File: src/rtl/display_glyph_decoder.sv
// Display-bus readback: maps LED glyph codes to nibbles and assembles 2- or 4-digit frames.
// Optional idle-gap abort inside a frame is enabled by defining DSPDEC_TIMEOUT_EN.
module display_glyph_decoder #(
  parameter int TIMEOUT = 255
) (
  input  logic        relogio,
  input  logic        reset,
  input  logic [7:0]  glyph_in,
  input  logic        glyph_vld,
  input  logic        frame_sof,
  input  logic        wide,
  input  logic        neg,
  output logic [15:0] valor,
  output logic        valor_neg,
  output logic        valor_vld,
  output logic        erro,
  output logic        ocupado
);

  typedef enum logic [2:0] {S_IDLE, S_D3, S_D2, S_D1, S_D0} state_t;

  state_t      state_q, state_d;
  logic [15:0] shadow_q, shadow_d;
  logic        neg_q, neg_d;
  logic [15:0] valor_q, valor_d;
  logic        valor_neg_q, valor_neg_d;
  logic        valor_vld_q, valor_vld_d;
  logic        erro_q, erro_d;

`ifdef DSPDEC_TIMEOUT_EN
  localparam int GW = ($clog2(TIMEOUT + 1) > 8) ? $clog2(TIMEOUT + 1) : 8;
  logic [GW-1:0] gap_q, gap_d;
`endif

  logic [3:0] digit;
  logic       glyph_ok;
  logic [3:0] nibble;
  logic       neg_sel;
  logic       active;

  always_comb begin
    glyph_ok = 1'b1;
    digit    = 4'h0;
    case (glyph_in)
      8'h00: digit = 4'h0;
      8'h38: digit = 4'h1;
      8'h7C: digit = 4'h2;
      8'h4F: digit = 4'h3;
      8'h3C: digit = 4'h4;
      8'h5E: digit = 4'h5;
      8'h7B: digit = 4'h6;
      8'h73: digit = 4'h7;
      8'h7F: digit = 4'h8;
      8'h23: digit = 4'h9;
      8'h7E: digit = 4'hA;
      8'h76: digit = 4'hB;
      8'h53: digit = 4'hC;
      8'h67: digit = 4'hD;
      8'h6D: digit = 4'hE;
      8'h03: digit = 4'hF;
      default: glyph_ok = 1'b0;
    endcase
  end

  // A sof glyph is decoded with the incoming sign, later glyphs with the latched one.
  assign neg_sel = frame_sof ? neg : neg_q;
  assign nibble  = neg_sel ? (4'd0 - digit) : digit;
  assign active  = (state_q != S_IDLE);

  // NOTE: every signal assigned here gets a default first so no latch is inferred.
  always_comb begin
    state_d     = state_q;
    shadow_d    = shadow_q;
    neg_d       = neg_q;
    valor_d     = valor_q;
    valor_neg_d = valor_neg_q;
    valor_vld_d = 1'b0;
    erro_d      = erro_q;
`ifdef DSPDEC_TIMEOUT_EN
    gap_d       = gap_q;
`endif

    if (glyph_vld && frame_sof) begin
      if (!glyph_ok) begin
        erro_d  = 1'b1;
        state_d = S_IDLE;
      end else begin
        erro_d = 1'b0;
        neg_d  = neg;
`ifdef DSPDEC_TIMEOUT_EN
        gap_d  = '0;
`endif
        if (wide) begin
          shadow_d = {nibble, 12'h000};
          state_d  = S_D2;
        end else begin
          shadow_d = {8'h00, nibble, 4'h0};
          state_d  = S_D0;
        end
      end
    end else if (glyph_vld && active) begin
      if (!glyph_ok) begin
        erro_d  = 1'b1;
        state_d = S_IDLE;
      end else begin
`ifdef DSPDEC_TIMEOUT_EN
        gap_d = '0;
`endif
        case (state_q)
          S_D3: begin
            shadow_d[15:12] = nibble;
            state_d         = S_D2;
          end
          S_D2: begin
            shadow_d[11:8] = nibble;
            state_d        = S_D1;
          end
          S_D1: begin
            shadow_d[7:4] = nibble;
            state_d       = S_D0;
          end
          S_D0: begin
            // Completion cycle behaves as idle so a sof can follow with no bubble.
            shadow_d[3:0] = nibble;
            valor_d       = {shadow_q[15:4], nibble};
            valor_neg_d   = neg_q;
            valor_vld_d   = 1'b1;
            state_d       = S_IDLE;
          end
          default: state_d = S_IDLE;
        endcase
      end
    end
`ifdef DSPDEC_TIMEOUT_EN
    else if (active) begin
      gap_d = gap_q + 1'b1;
      if (gap_d == GW'(TIMEOUT)) begin
        erro_d  = 1'b1;
        state_d = S_IDLE;
      end
    end
`endif
  end

  // NOTE: sequential state uses non-blocking assignments so all flops update together.
  always_ff @(posedge relogio or negedge reset) begin
    if (!reset) begin
      state_q     <= S_IDLE;
      shadow_q    <= '0;
      neg_q       <= 1'b0;
      valor_q     <= '0;
      valor_neg_q <= 1'b0;
      valor_vld_q <= 1'b0;
      erro_q      <= 1'b0;
`ifdef DSPDEC_TIMEOUT_EN
      gap_q       <= '0;
`endif
    end else begin
      state_q     <= state_d;
      shadow_q    <= shadow_d;
      neg_q       <= neg_d;
      valor_q     <= valor_d;
      valor_neg_q <= valor_neg_d;
      valor_vld_q <= valor_vld_d;
      erro_q      <= erro_d;
`ifdef DSPDEC_TIMEOUT_EN
      gap_q       <= gap_d;
`endif
    end
  end

  assign valor     = valor_q;
  assign valor_neg = valor_neg_q;
  assign valor_vld = valor_vld_q;
  assign erro      = erro_q;
  assign ocupado   = active;

endmodule

File: config.mk
export PLATFORM = sky130hd
export DESIGN_NAME = display_glyph_decoder
export DESIGN_NICKNAME = d
export VERILOG_FILES = /design/src/rtl/display_glyph_decoder.sv
export SDC_FILE = /design/constraint.sdc
export NUM_CORES = 1
export LEC_CHECK = 0
export BUFFER_PORTS_ARGS = -buffer_cell sky130_fd_sc_hd__buf_4
export CORE_MARGIN = 2
export CORE_UTILIZATION = 40
export DETAILED_ROUTE_END_ITERATION = 8
export SKIP_CTS_REPAIR_TIMING = 1
export SYNTH_ARGS = -nofsm -noshare
export SYNTH_HDL_FRONTEND = slang
export SYNTH_SLANG_ARGS = --single-unit
File: constraint.sdc
create_clock -name relogio -period 2.5 [get_ports relogio]
set_input_delay 0.25 -clock relogio [delete_from_list [all_inputs] [get_ports relogio]]
set_output_delay 0.25 -clock relogio [all_outputs]
set_load 0.05 [all_outputs]
==> results of run 1 <==
final timing paths:
kind | startpoint | end | cells past startpoint
worst min register to register | shadow_q[5] | shadow_q[5] | 1
worst max register to register | state_q[1] | shadow_q[10] | 4
max in group asynchronous | reset | valor[5] | 2
min in group asynchronous | reset | valor_vld | 2
worst max-delay path | glyph_in[1] | shadow_q[9] | 10
worst min-delay path | neg | neg_q | 2
flip-flops by register name (all words and copies together), names as in the netlist:
name,cells
shadow_q,12
erro,1
valor_vld,1
state_q,3
neg_q,1
valor_neg,1
valor,16
report_power, final:
| part | total, mW | leakage, nW | internal [mW] | switching (mW) |
|---|---|---|---|---|
| logic | 0.174 | 0.683 | 0.0662 | 0.107 |
| clock network | 0.518 | 0.0612 | 0.322 | 0.195 |
| registers | 0.598 | 0.454 | 0.585 | 0.0129 |
metrics by stage:
step,utilization,setup slack [ps],total power [mW],instance area [um2],cells
after floorplan,-,157.3,0.7222,2051,191
after global placement,0.4623,110.6,0.7808,2331,284
after detailed placement,0.4623,7.016,0.7828,2331,284
after CTS,0.4856,310.4,1.305,2449,292
after global routing,0.4876,151.2,1.357,2459,293
final,0.4876,317.3,1.290,2459,293
cell families after synthesis:
logic type / Yosys count
multiplexers: 21
XOR/XNOR: 5
AND/OR/NAND/NOR: 59
buffers and inverters: 25
AO/OA/AOI/OAI: 45
adder cells (fa/ha/maj): 1
flip-flops: 35
Yosys cell counts (2+ instances only):
| library cell | count | area, um2 |
|---|---|---|
| nor3_1 | 2 | 10.01 |
| o21ai_0 | 11 | 55.05 |
| mux2_4 | 7 | 105.1 |
| mux2i_1 | 3 | 30.03 |
| nor3b_1 | 4 | 30.03 |
| mux2_2 | 11 | 123.9 |
| or3_1 | 4 | 25.02 |
| o2111ai_1 | 2 | 17.52 |
| and3b_1 | 2 | 17.52 |
| nor2b_1 | 4 | 25.02 |
| and4bb_2 | 4 | 50.05 |
| o41ai_1 | 6 | 52.55 |
| xnor2_1 | 3 | 26.28 |
| nand2_1 | 9 | 33.78 |
| and3_1 | 2 | 12.51 |
| nor2_1 | 7 | 26.28 |
| a21oi_1 | 4 | 20.02 |
| nand2b_1 | 2 | 12.51 |
| o31ai_1 | 5 | 37.54 |
| buf_2 | 5 | 25.02 |
| dfrtp_1 | 35 | 875.8 |
| o22ai_1 | 2 | 12.51 |
| nand4_1 | 2 | 12.51 |
| clkbuf_1 | 6 | 22.52 |
| or2_2 | 2 | 12.51 |
| nor4_2 | 2 | 25.02 |
| xor2_1 | 2 | 17.52 |
| nand3_1 | 6 | 30.03 |
| buf_6 | 4 | 45.04 |
| inv_1 | 10 | 37.54 |
| o211ai_1 | 2 | 15.01 |
| a31oi_1 | 3 | 18.77 |
layout make-up:
cell class | instances | area share
clock inverters | 2 | 0.01425
well taps | 70 | 0.03562
multi-input cells | 131 | 0.4249
repair buffers | 39 | 0.1201
clock buffers | 6 | 0.03359
inverters | 10 | 0.01527
flip-flops and latches | 35 | 0.3562
worst max-delay path: cells and delay by family:
kind / cells / cell delay [ps]
AOI/OAI and AO/OA: 4 / 730
buffers and inverters: 2 / 260
muxes: 1 / 300
and+or+nand+nor: 2 / 560
adders and majority gates: 1 / 230
layer usage:
layer	global-route usage	part of all wire
met3	0.03439	0.043
met2	0.2744	0.48
met5	0	0
met1	0.2138	0.47
met4	0.05263	0.012
==> results.yml, run 1 <==
logic_synthesis:
  synth-edff-count: 0
  synth_compound_area_frac: 0.1647
  yosysUniqueCellTypes: 50
  ys_ff_latch: 35
  syn_nets: 206
  synthCells: 191
  synth_flop_cell: "dfrtp_1"
  synth_top_family_by_area: "simple AND/OR/NAND/NOR gates"
  synth.area.mux_share: 0.1263
  synth-adder-area-share: 0.006101
  synthesis.area_mm2: 0.002051
  synthXorXnorAreaFrac: 0.02135
  yosys.area_share.simple: 0.1910
  syn_avg_cell_area_um2: 10.74
  synthArstFlopShare: 1.000
  yosysSeqAreaShare: 0.4271
  ys_warn_count: 0
critical_path:
  path_class: "input pin to register"
  cpPeakStageDelay_ps: 320
  r2r_slack_ps: 640
  crit_slowest_cell: "or2_2"
  cp.arrival_ps: 2340
  worstPathCellList: "buf_4, and4bb_2, o2111ai_1, o211ai_1, or2_2, inv_1, ha_1, mux2_2, a41oi_1, o21ai_0"
  required_ps: 2660
  end_kind: "register"
  worstPathMaxFanout: 14
  cp-start-kind: "input pin"
final_layout:
  area_delta_synth_final_pct: 19.89
  multiInputGateArea_mm2: 0.001045
  final_cell_mix: "buf_4 (38), dfrtp_1 (35), o21ai_0 (11), mux2_2 (11), inv_1 (10)"
  layout-drive-gt1-share: 0.3453
  register_area_um2: 875.8
  final.fill_count: 481
  nets: 237
  diodes: 0
  layout_commonest_cell: "buf_4"
floorplan:
  start_util: 0.4067
  ioPinCount: 34
  dieHeight_um: 75.60
  fp.dieW_um: 75.60
  core-area_mm2: 0.005042
  die_area_mm2: 0.005715
  row_count: 26
placed_design:
  hpwl_um: 3158
  port-buffer-count: 33
  gp_congestion: 0.9080
clock_tree:
  clock-sinks: 35
  numCtsBuffers: 5
  ctsHtreeMaxLevel: 2
  tritoncts: "yes"
  clkLatencyLatePin_ps: 280
  clockRootBuffer: "clkbuf_8"
  clk_pin_slew_ps: 70
  clockBufferDepth: 2
grt:
  grt_pass1_vias: 1502
  overflow: 0
  grt_max_degree: 36
  antenna_found_initial: 0
  gr-usage-all-layers: 0.1646
  grt_pass1_wl_um: 7251
power_and_ir_drop:
  leakagePower_nw: 1.198
  ir_worst_vdd_mv: 0.1939
  powerDensity_mw_per_mm2: 524.5
detailed_routing:
  wl_per_cell_um: 14.58
  vias: 1597
  wirelength_um: 4271
  ant_nets: 0
  vias_per_cell: 5.451
  first_pass_iters: 4
  drt_iter0_drc: 85
  drc: 0
sta:
  finalSetupViolCount: 0
  rsz0062_at_grt: "false"
  setup_tns_ps: 0
  hold_viol: 0
  max_slew_margin: 0.4471
  tightest_slew_ps: 823.0
  clock.fmax_mhz: 458.2
  skew_ps: 3.855
  slew_viol_final: 0
  finalCritPeriodShare: 0.8731
  hold_slack_ps: 212.4
  min_period_ps: 2183
job:
  cap_violations: 0
outcome:
  outcome: "finished clean"
hold_path:
  hold_path.class: "input pin to register"
No activity file was read; power rests on OpenSTA's default activity.
==> run 2: changes to the inputs <==
CORE_ASPECT_RATIO = 0.75   (was not set)
==> run 2 against run 1 <==
Die area grew 0.11%; cell area is essentially flat; power shrank 4.8%; maximum frequency shrank 1.2%; critical endpoint is now shadow_q[5]; core utilization grew 1.2 points; critical path depth is the same; sequential cell count is the same; via count shrank 0.44%.
==> results.yml, run 2 (synthesis results as in run 1) <==
final_layout:
  multiInputGateArea_mm2: 0.001045
  final_cell_mix: "buf_4 (39), dfrtp_1 (35), o21ai_0 (11), mux2_2 (11), inv_1 (10)"
  layout-drive-gt1-share: 0.3511
  finalNonFillerCells: 285
  final.fill_count: 468
  diodes: 0
  area_delta_synth_final_pct: 19.95
  nets: 239
  layout_commonest_cell: "buf_4"
  largest_reg_flops: 16
  register_area_um2: 875.8
sta:
  skew_ps: 2.767
  max_slew_margin: 0.5396
  slew_viol_final: 0
  min_period_ps: 2209
  hold_viol: 0
  finalCritPeriodShare: 0.8834
  tightest_slew_ps: 687.4
  rsz0062_at_grt: "false"
  clock.fmax_mhz: 452.8
  setup_tns_ps: 0
  finalSetupViolCount: 0
critical_path:
  cpPeakStageDelay_ps: 330
  cp-start-kind: "input pin"
  cp.arrival_ps: 2390
  cp_num_buf_inv: 2
  end_kind: "register"
  path_class: "input pin to register"
  required_ps: 2680
  critPathTopFamily: "simple AND/OR/NAND/NOR gates"
  worstPathMaxFanout: 14
  crit_slowest_cell: "or2_2"
  worstPathCellList: "buf_4, and4bb_2, o2111ai_1, o211ai_1, or2_2, inv_1, ha_1, mux2_2, nor4b_1, a21o_1"
placed_design:
  hpwl_um: 3172
  placedCellCount: 276
  gp_congestion: 0.8673
  port-buffer-count: 33
floorplan:
  dieHeight_um: 66.01
  fp.dieW_um: 86.68
  start_util: 0.4162
  die_area_mm2: 0.005722
  row_count: 22
  core-area_mm2: 0.004927
  ioPinCount: 34
job:
  cap_violations: 0
power_and_ir_drop:
  ir_worst_vdd_mv: 0.2266
  powerDensity_mw_per_mm2: 499.3
  leakagePower_nw: 1.205
detailed_routing:
  drt_iter0_drc: 138
  wirelength_um: 4493
  wl_per_cell_um: 15.76
  vias_per_cell: 5.579
  ant_nets: 0
  first_pass_iters: 4
  drc: 0
  vias: 1590
grt:
  gr-usage-all-layers: 0.1705
  grt_pass1_vias: 1486
  grt_pass1_wl_um: 7610
  overflow: 0
  antenna_found_initial: 0
  grt_max_degree: 36
clock_tree:
  clkLatencyLatePin_ps: 280
  clk_pin_slew_ps: 70
  numCtsBuffers: 5
  clock-sinks: 35
  clockRootBuffer: "clkbuf_8"
  tritoncts: "yes"
  ctsHtreeMaxLevel: 2
  clockBufferDepth: 2
hold_path:
  hold_path.class: "input pin to register"
outcome:
  outcome: "finished clean"
[run 2: final timing paths]
kind / startpoint / end / slack [ps] / cells after the start
worst max-delay path: glyph_in[1] / shadow_q[5] / 290 / 10
worst min-delay path: neg / neg_q / 220 / 2
worst max register to register: state_q[2] / valor[13] / 760 / 4
worst min register to register: shadow_q[5] / shadow_q[5] / 480 / 1
max in group asynchronous: reset / valor[0] / 1740 / 2
min in group asynchronous: reset / valor[2] / 450 / 2
[run 2: layout make-up]
| class | instances | share of cell area |
|---|---|---|
| clock buffer | 7 | 0.03917 |
| clock inverter | 1 | 0.003052 |
| inverter | 10 | 0.01526 |
| multi-input combinational | 131 | 0.4247 |
| sequential | 35 | 0.3561 |
| tap | 60 | 0.03052 |
| timing repair buffer | 41 | 0.1312 |
[run 2: through the flow]
step | hold slack [ps] | setup slack, ps | cell area (um2) | util | total power, mW
floorplan | -45.59 | 157.3 | 2051 | - | 0.7222
global placement | 231.3 | 102.6 | 2346 | 0.4761 | 0.7865
detailed placement | 231.0 | 8.460 | 2346 | 0.4761 | 0.7883
CTS | -79.30 | 286.0 | 2450 | 0.4972 | 1.241
global route | 220.6 | 104.7 | 2460 | 0.4992 | 1.284
finish | 221.6 | 291.4 | 2460 | 0.4992 | 1.228
[run 2: power by group]
| part | total [mW] | leakage [nW] | internal [mW] | switching, mW |
|---|---|---|---|---|
| clock network | 0.450 | 0.0505 | 0.251 | 0.200 |
| registers | 0.602 | 0.454 | 0.585 | 0.0169 |
| logic | 0.176 | 0.700 | 0.0668 | 0.109 |
| total | 1.23 | 1.20 | 0.903 | 0.326 |
[run 2: metal layers]
layer | track usage | vias to the layer above | share of wire
met5 | 0 | - | 0
met4 | 0.02344 | 0 | 0.00089
met3 | 0.03745 | 2 | 0.049
met2 | 0.2365 | 41 | 0.42
met1 | 0.2716 | 770 | 0.53
li1 | - | 777 | -
